--- src/rtl/mul_div_unit_if.sv ---
// Request/result bundle for mul_div_unit: operation request, operands and HI/LO results.
// Handshake: Start is a one-cycle request sampled on the rising edge; it is accepted only while Busy is low,
// and Done pulses once, for the cycle after the HI/LO write, for every accepted MULT/MULTU/DIV/DIVU.
interface mul_div_unit_if;
  logic        Start;
  logic [2:0]  MDUOp;
  logic [31:0] S1;
  logic [31:0] S2;
  logic        Busy;
  logic        Done;
  logic [31:0] HI;
  logic [31:0] LO;
  logic [1:0]  dbg_state;

  modport master (
    output Start, MDUOp, S1, S2,
    input  Busy, Done, HI, LO, dbg_state
  );

  modport slave (
    input  Start, MDUOp, S1, S2,
    output Busy, Done, HI, LO, dbg_state
  );
endinterface

--- src/rtl/mul_div_unit.sv ---
// Multi-cycle multiply/divide unit with HI/LO registers and MTHI/MTLO moves.
// Define MDU_DIV_EN to build DIV/DIVU; without it those opcodes are reserved and no divider exists.
module mul_div_unit #(
  parameter int unsigned MUL_CYCLES = 5,
  parameter int unsigned DIV_CYCLES = 10
) (
  input logic           clk,
  input logic           rst_n,
  mul_div_unit_if.slave mdu
);

  typedef enum logic [1:0] {
    ST_IDLE = 2'd0,
    ST_MUL  = 2'd1,
    ST_DIV  = 2'd2
  } state_e;

  localparam logic [2:0] OP_MULT  = 3'd0;
  localparam logic [2:0] OP_MULTU = 3'd1;
  localparam logic [2:0] OP_MTHI  = 3'd4;
  localparam logic [2:0] OP_MTLO  = 3'd5;
  localparam logic [3:0] MUL_LOAD = 4'(MUL_CYCLES - 1);
`ifdef MDU_DIV_EN
  localparam logic [2:0] OP_DIV   = 3'd2;
  localparam logic [2:0] OP_DIVU  = 3'd3;
  localparam logic [3:0] DIV_LOAD = 4'(DIV_CYCLES - 1);
`endif

  state_e      state_q, state_d;
  logic [3:0]  cnt_q, cnt_d;
  logic [2:0]  op_q, op_d;
  logic [31:0] a_q, a_d;
  logic [31:0] b_q, b_d;
  logic [31:0] hi_q, hi_d;
  logic [31:0] lo_q, lo_d;
  logic        done_q, done_d;

  logic        idle;
  logic        busy;
  logic        last;
  logic        start_mul;
  logic        start_div;
  logic        mul_signed;
  logic [63:0] prod;

  assign idle      = (state_q == ST_IDLE);
  assign busy      = !idle;
  assign last      = busy && (cnt_q == 4'd0);
  assign start_mul = idle && mdu.Start && ((mdu.MDUOp == OP_MULT) || (mdu.MDUOp == OP_MULTU));

`ifdef MDU_DIV_EN
  assign start_div = idle && mdu.Start && ((mdu.MDUOp == OP_DIV) || (mdu.MDUOp == OP_DIVU));
`else
  assign start_div = 1'b0;
`endif

  // Sign-extending to 64 bits lets one unsigned multiplier serve both MULT and MULTU.
  assign mul_signed = (op_q == OP_MULT);
  assign prod = {{32{mul_signed & a_q[31]}}, a_q} * {{32{mul_signed & b_q[31]}}, b_q};

`ifdef MDU_DIV_EN
  logic        div_signed;
  logic        neg_a, neg_b;
  logic [31:0] mag_a, mag_b;
  logic [31:0] q_mag, r_mag;
  logic [31:0] quo, rem;

  // Divide magnitudes and fix signs afterwards: 0x80000000 / -1 then wraps to 0x80000000 naturally.
  assign div_signed = (op_q == OP_DIV);
  assign neg_a = div_signed & a_q[31];
  assign neg_b = div_signed & b_q[31];
  assign mag_a = neg_a ? (~a_q + 32'd1) : a_q;
  assign mag_b = neg_b ? (~b_q + 32'd1) : b_q;
  assign q_mag = mag_a / mag_b;
  assign r_mag = mag_a % mag_b;
  assign quo   = (neg_a ^ neg_b) ? (~q_mag + 32'd1) : q_mag;
  assign rem   = neg_a ? (~r_mag + 32'd1) : r_mag;
`endif

  // State register and datapath registers.
  always_ff @(posedge clk or negedge rst_n) begin
    if (!rst_n) begin
      state_q <= ST_IDLE;
      cnt_q   <= 4'd0;
      op_q    <= 3'd0;
      a_q     <= 32'd0;
      b_q     <= 32'd0;
      hi_q    <= 32'd0;
      lo_q    <= 32'd0;
      done_q  <= 1'b0;
    end else begin
      state_q <= state_d;
      cnt_q   <= cnt_d;
      op_q    <= op_d;
      a_q     <= a_d;
      b_q     <= b_d;
      hi_q    <= hi_d;
      lo_q    <= lo_d;
      done_q  <= done_d;
    end
  end

  // Next-state logic: the counter is loaded with N-1 so exactly N edges pass in MUL/DIV.
  always_comb begin
    state_d = state_q;
    cnt_d   = cnt_q;
    case (state_q)
      ST_IDLE: begin
        if (start_mul) begin
          state_d = ST_MUL;
          cnt_d   = MUL_LOAD;
        end
`ifdef MDU_DIV_EN
        else if (start_div) begin
          state_d = ST_DIV;
          cnt_d   = DIV_LOAD;
        end
`endif
      end
      ST_MUL, ST_DIV: begin
        if (cnt_q == 4'd0) begin
          state_d = ST_IDLE;
        end else begin
          cnt_d = cnt_q - 4'd1;
        end
      end
      default: begin
        state_d = ST_IDLE;
        cnt_d   = 4'd0;
      end
    endcase
  end

  // Output/datapath logic: operand capture, moves, result commit and the Done pulse.
  always_comb begin
    op_d   = op_q;
    a_d    = a_q;
    b_d    = b_q;
    hi_d   = hi_q;
    lo_d   = lo_q;
    done_d = last;

    if (start_mul || start_div) begin
      op_d = mdu.MDUOp;
      a_d  = mdu.S1;
      b_d  = mdu.S2;
    end

    if (idle && mdu.Start && (mdu.MDUOp == OP_MTHI)) begin
      hi_d = mdu.S1;
    end
    if (idle && mdu.Start && (mdu.MDUOp == OP_MTLO)) begin
      lo_d = mdu.S1;
    end

    if (last && (state_q == ST_MUL)) begin
      hi_d = prod[63:32];
      lo_d = prod[31:0];
    end

`ifdef MDU_DIV_EN
    // A zero divisor still runs the full latency but leaves HI/LO untouched.
    if (last && (state_q == ST_DIV) && (b_q != 32'd0)) begin
      hi_d = rem;
      lo_d = quo;
    end
`endif
  end

  assign mdu.Busy      = busy;
  assign mdu.Done      = done_q;
  assign mdu.HI        = hi_q;
  assign mdu.LO        = lo_q;
  assign mdu.dbg_state = state_q;

endmodule

--- src/flat_wrapper.sv ---
// flat-port wrapper written by rule: the top's interface ports become plain ports
module mul_div_unit_flat 
#(
  parameter int unsigned MUL_CYCLES = 5,
  parameter int unsigned DIV_CYCLES = 10
)
  (clk, rst_n, mdu_Start, mdu_MDUOp, mdu_S1, mdu_S2, mdu_Busy, mdu_Done, mdu_HI, mdu_LO, mdu_dbg_state);
  mul_div_unit_if mdu_i ();
  input logic clk;
  input logic rst_n;
  input wire logic [$bits(mdu_i.Start)-1:0] mdu_Start;
  input wire logic [$bits(mdu_i.MDUOp)-1:0] mdu_MDUOp;
  input wire logic [$bits(mdu_i.S1)-1:0] mdu_S1;
  input wire logic [$bits(mdu_i.S2)-1:0] mdu_S2;
  output wire logic [$bits(mdu_i.Busy)-1:0] mdu_Busy;
  output wire logic [$bits(mdu_i.Done)-1:0] mdu_Done;
  output wire logic [$bits(mdu_i.HI)-1:0] mdu_HI;
  output wire logic [$bits(mdu_i.LO)-1:0] mdu_LO;
  output wire logic [$bits(mdu_i.dbg_state)-1:0] mdu_dbg_state;
  assign mdu_i.Start = mdu_Start;
  assign mdu_i.MDUOp = mdu_MDUOp;
  assign mdu_i.S1 = mdu_S1;
  assign mdu_i.S2 = mdu_S2;
  assign mdu_Busy = mdu_i.Busy;
  assign mdu_Done = mdu_i.Done;
  assign mdu_HI = mdu_i.HI;
  assign mdu_LO = mdu_i.LO;
  assign mdu_dbg_state = mdu_i.dbg_state;
  mul_div_unit #(.MUL_CYCLES(MUL_CYCLES), .DIV_CYCLES(DIV_CYCLES)) u_core (.clk(clk), .rst_n(rst_n), .mdu(mdu_i));
endmodule
--- config.mk ---
export PLATFORM = sky130hd
export DESIGN_NAME = mul_div_unit_flat
export DESIGN_NICKNAME = d
export VERILOG_FILES = /design/src/rtl/mul_div_unit_if.sv /design/src/rtl/mul_div_unit.sv /design/src/flat_wrapper.sv
export SDC_FILE = /design/constraint.sdc
export NUM_CORES = 2
export LEC_CHECK = 0
export CELL_PAD_IN_SITES_DETAIL_PLACEMENT = 0
export CELL_PAD_IN_SITES_GLOBAL_PLACEMENT = 2
export CORE_MARGIN = 2
export CORE_UTILIZATION = 42
export CTS_CLUSTER_SIZE = 16
export DETAILED_ROUTE_END_ITERATION = 16
export MAX_ROUTING_LAYER = met4
export PLACE_DENSITY = 0.89
export SETUP_SLACK_MARGIN = 0.02
export SLEW_MARGIN = 20
export SYNTH_ARGS = -nofsm -noshare
export SYNTH_HDL_FRONTEND = slang
export SYNTH_SLANG_ARGS = --single-unit
--- constraint.sdc ---
create_clock -name clk -period 9.7 [get_ports clk]
set_input_delay 1.94 -clock clk [delete_from_list [all_inputs] [get_ports clk]]
set_output_delay 1.94 -clock clk [all_outputs]
set_load 0.05 [all_outputs]
After elaboration in Yosys (flattened, before gate mapping)
Cells that the tools add are included.
- add/sub/neg operators: 1
- $mul: 1
- equality and inequality tests: 8
- mux-type cells: 10
- bitwise gates (word level): 2
- reductions and logical operators: 17
- operators by type and width (cell ; count):
    2-to-1 mux 32 bit ; 4
    multiplier 33 x 33 -> 64 bit ; 1
    2-to-1 mux 4 bit ; 2
    one-hot mux 4 bit (2 select lines) ; 1
    == test 3 bit, second input constant ; 2
    logical AND 1 bit ; 6
    zero test 3 bit ; 2
    zero test 4 bit ; 1
    2-to-1 mux 2 bit ; 2
    inequality test 2 bit, second input constant ; 2
    one-hot mux 2 bit (2 select lines) ; 1
    AND reduction 2 bit ; 2
    nonzero test 2 bit ; 2
    subtractor 4 x 1 -> 4 bit, second input constant ; 1
    == test 3 x 1 -> 1 bit, second input constant ; 1
    AND 1 bit ; 2
    == test 2 x 1 -> 1 bit, second input constant ; 1
    == test 2 bit, second input constant ; 1
    zero test 2 bit ; 1
    inequality test 2 x 1 -> 1 bit, second input constant ; 1
    OR reduction 2 bit ; 1
    zero test 1 bit ; 1
    logical OR 1 bit ; 1
- bits in registers: 138
- bits of input ports: 70
- output and inout port bits: 68
- word-level logic and storage cells: 47

Depth between registers and ports, before layout
- depth after elaboration: 5
- mapped depth: 30
- mapped depth without buffers: 28

Worst setup path after synthesis
OpenSTA, ideal clock, no wires.
- path type: register -> register
- start point: register u_core.op_q[1]
- end point: register u_core.hi_q[24] (netlist: u_core.mdu.HI[24])
- setup time: 120 ps
- arrival time: 7716 ps
- data required time: 9580 ps
- setup slack: 1865 ps
- stages on the path, launching flop included: 29
- buffers on the path: 1
- clock period less this slack: 7835 ps
- cells stage by stage: dfrtp_1 > nor3_1 > and2_1 > clkbuf_1 > nand2_1 > inv_1 > fa_1 > inv_1 > fa_1 > inv_1 > fa_1 > fa_1 > inv_1 > fa_1 > inv_1 > fa_1 > inv_1 > fa_1 > fa_1 > inv_1 > ha_1 > and3_1 > nand4_1 > nor3_1 > o21ai_1 > a31oi_1 > nor2_1 > or3_1 > and3_1
- longest elaborated chain between the ends: 4
- elaborated cells between the ends (all ways): 5
- classes of those cells: 1 x mul; 1 x mux; 2 x bitwise; 1 x reduce/logical
- ends and longest elaborated chain (what ; line ; text):
    start, declared ; mul_div_unit.sv:31 ; logic [2:0] op_q, op_d;
    start signal, assigned ; mul_div_unit.sv:94 ; op_q <= op_d;
    zero test 3 bit (*) ; mul_div_unit.sv:58 ; assign mul_signed = (op_q == OP_MULT);
    AND 1 bit ; mul_div_unit.sv:59 ; assign prod = {{32{mul_signed & a_q[31]}}, a_q} * {{32{mul_signed & b_q[31]}}, b_q};
    multiplier 33 x 33 -> 64 bit (*) ; mul_div_unit.sv:59 ;
    2-to-1 mux 32 bit (*) ; mul_div_unit.sv:156 ; if (last && (state_q == ST_MUL)) begin
    end signal, assigned ; mul_div_unit.sv:97 ; hi_q <= hi_d;
    end, declared ; mul_div_unit.sv:34 ; logic [31:0] hi_q, hi_d;
Every way passes the cells marked *; elsewhere a longest branch is shown, timed or not.
A chain may end at the register's enable or synchronous reset.

Worst setup path after layout
- start point: register u_core.a_q[8]
- end point: register u_core.hi_q[24] (netlist: u_core.mdu.HI[24])
- longest elaborated chain between the ends: 2
- ends and longest elaborated chain (what ; line ; text):
    start, declared ; mul_div_unit.sv:32 ; logic [31:0] a_q, a_d;
    start signal, assigned ; mul_div_unit.sv:86 ; a_q <= 32'd0;
    start signal, assigned ; mul_div_unit.sv:95 ; a_q <= a_d;
    multiplier 33 x 33 -> 64 bit ; mul_div_unit.sv:59 ;
    2-to-1 mux 32 bit ; mul_div_unit.sv:156 ;
Every way passes these cells.

==> out/results.tsv <==
metric	value	unit
status	finished, final reports clean	
drt_iter0_drc	1996	
numCtsBuffers	17	
r2r-start	u_core.a_q[8]$_DFFE_PN0P_	
ys_ff_latch	137	
track_usage	0.254	
crit_top_cell	fa_1	
slew_viol_final	0	
drv_cap	0	
dr_wl_met3	4550	µm
path_class	flip-flop to flip-flop	
yosysWarnings	0	
fin_area	47100	µm²
place_ws	1070	ps
drive_gt1_frac	0.0518	
synthesis.nets	6080	
viasPerCell	5.10	
maxUsedRoutingLayer	met4	
grt_pass1_vias	33700	
fin_ws	990	ps
min_path_cells	1	
nNetsFinal	6070	
cp_num_buf_inv	6	
layout_commonest_cell	inv_1	
reg2reg_slack	990	ps
syn_to_final_growth	8.18	%
wl_met1	52100	µm
synth_cells	4672	
ff_latch_area	3440	µm²
insertion_delay	490	ps
holdPathEnd	u_core.cnt_q[0]$_DFFE_PN0P_	
clk_pin_slew_worst_paths	70	ps
worstHoldStart	u_core.cnt_q[0]$_DFFE_PN0P_	
cp.required	10060	ps
ant_nets	0	
avgSynthCellArea	9.33	µm²
period_share	0.898	
ctsHoldBuffers	0	
routabilityCongestion	0.914	
hp-class	flip-flop to flip-flop	
relSlewSlack	0.270	
cts-htree-levels	4	
async_reset_ff_frac	1.00	
grt_antenna_before_repair	7	
fp.dieArea	106000	µm²
final_cell_mix	inv_1, fa_1, nand2_1, and2_1, ha_1	
fin_crit	8710	ps
placed_area	46500	µm²
critPathMaxFanout	15	
grt_overflow_total	0	
synth_top_flop_cell	dfrtp_1	
firstDrtPassIters	8	
grt_pass1_wl	200000	µm
r2r_end	u_core.mdu.HI[24]$_DFFE_PN0P_	
multi_input_area	34900	µm²
whs	503	ps
wl	124000	µm
cts_num_sinks	137	
post_drt_wl_per_cell	20.5	µm
hold_viol_final	0	
dieWidth	326	µm
rr_worst_depth	25	
grt_max_degree	90	
synth_edf_count	0	
ys_seq_area_frac	0.0787	
rsz0062_at_grt	false	
clock_skew	20.4	ps
clk_path_buf_depth	2	
dp_hpwl	105000	µm
vias	30900	
worstPathArrival	9070	ps
clockRootBuffer	clkbuf_16	
fin_setup_tns	0	ps
drc_errors	0	
rows	118	
synth_top_area_frac	0.517	
setup_viol	0	
met2_wirelength	64200	µm
worst_path_largest_cell_delay	970	ps
start_kind	flip-flop	
core	103000	µm²
yosys-top-cells-area	fa_1, inv_1, dfrtp_1	
end_kind	flip-flop	
portBuffers	136	
clock.fmax	115	MHz
syn_area	43600	µm²
cts_setup_buffers	0	
io_pins	138	
cpLargestDelayFamily	adder cells	
dieHeight	326	µm
nFillCells	9937	
worst_slew_pin_slew	1100	ps
ctsResizeCount	0	
initial_core_util	0.422	
yosysTopAreaCell	fa_1	
synth.distinct_cells	64	
cpMaxStageDelayCell	dfrtp_1	
cts_tree	built	
==> how the worst max path moves through the flow <==
stage                     cells past startpoint                        from  slack (ps)                            end
final                                        25   u_core.a_q[8]$_DFFE_PN0P_         990  u_core.mdu.HI[24]$_DFFE_PN0P_
after global routing                         27  u_core.op_q[1]$_DFFE_PN0P_         550  u_core.mdu.HI[24]$_DFFE_PN0P_
after CTS                                    28  u_core.op_q[1]$_DFFE_PN0P_        1050  u_core.mdu.HI[24]$_DFFE_PN0P_
after detailed placement                     23   u_core.b_q[1]$_DFFE_PN0P_        1070  u_core.mdu.HI[20]$_DFFE_PN0P_
after global placement                       22  u_core.a_q[14]$_DFFE_PN0P_        1050  u_core.mdu.HI[31]$_DFFE_PN0P_
after floorplan                              28  u_core.op_q[1]$_DFFE_PN0P_        1860  u_core.mdu.HI[24]$_DFFE_PN0P_
==> synthesized netlist by cell type (8+ instances only) <==
master,instances
and2_1,308
o21bai_1,13
nand2b_1,9
a21oi_1,80
nand2_1,815
nand4_1,9
or3_1,8
mux2_2,74
nor2b_1,20
and3_1,32
xor2_1,22
or2_2,9
a21o_1,26
dfrtp_1,137
clkbuf_1,255
mux2i_1,43
a211oi_1,19
buf_1,10
nor3_1,10
o21ai_1,19
ha_1,213
o21a_1,10
xnor2_1,44
inv_1,1144
o211ai_1,10
o21ai_0,61
o31ai_1,8
a31oi_1,10
nand3_1,21
nor2_1,58
fa_1,1125
==> worst reg2reg max path, delay by kind of cell, from the launching register on <==
kind | cells | cell delay, ps
AND/OR/NAND/NOR | 6 | 1140
buffers and inverters | 6 | 640
AO/OA/AOI/OAI | 4 | 1340
adder cells (fa/ha/maj) | 9 | 4520
flip-flops | 1 | 970
==> layout make-up <==
type	count	area share
Antenna cell	3	0.000159
Clock inverter	15	0.00456
Multi-Input combinational cell	3122	0.740
Sequential cell	137	0.0730
Tap cell	1380	0.0366
Clock buffer	17	0.00902
Timing Repair Buffer	240	0.0460
Inverter	1144	0.0911
==> state kept, by name (all words and copies together), names as in the netlist <==
register              cells
u_core.a_q               32
u_core.b_q               32
u_core.mdu.HI            32
u_core.mdu.LO            32
u_core.cnt_q              4
u_core.op_q               3
u_core.mdu.Done           1
u_core.mdu.dbg_state      1
==> per-layer routing <==
metal  track usage  vias up
li1              -    13500
met1         0.326    16500
met2         0.434      703
met3        0.0191      166
met4        0.0684        0
met5             -        -
==> kinds of logic (layout without fill, tap and decap cells) <==
logic type | count (synthesis) | in the layout | synth area share
DFF | 137 | 137 | 0.0787
muxes | 117 | 117 | 0.0290
xor gates and xnor gates | 66 | 66 | 0.0133
AOI/OAI and AO/OA | 286 | 286 | 0.0409
other | 1 | 4 | 0.0000860
adders and majority gates | 1338 | 1338 | 0.578
buffers and inverters | 1413 | 1416 | 0.122
and+or+nand+nor | 1314 | 1314 | 0.138
==> through the flow <==
stage	utilization	std cells
5_1_grt	0.457	6058
3_5_place_dp	0.451	6023
2_1_floorplan	-	4672
3_3_place_gp	0.450	6023
6_report	0.457	6058
4_1_cts	0.457	6055
Power is left out: the tool's default activity adds up to more than one toggle a clock period on the data nets, which glitch-free logic cannot reach.
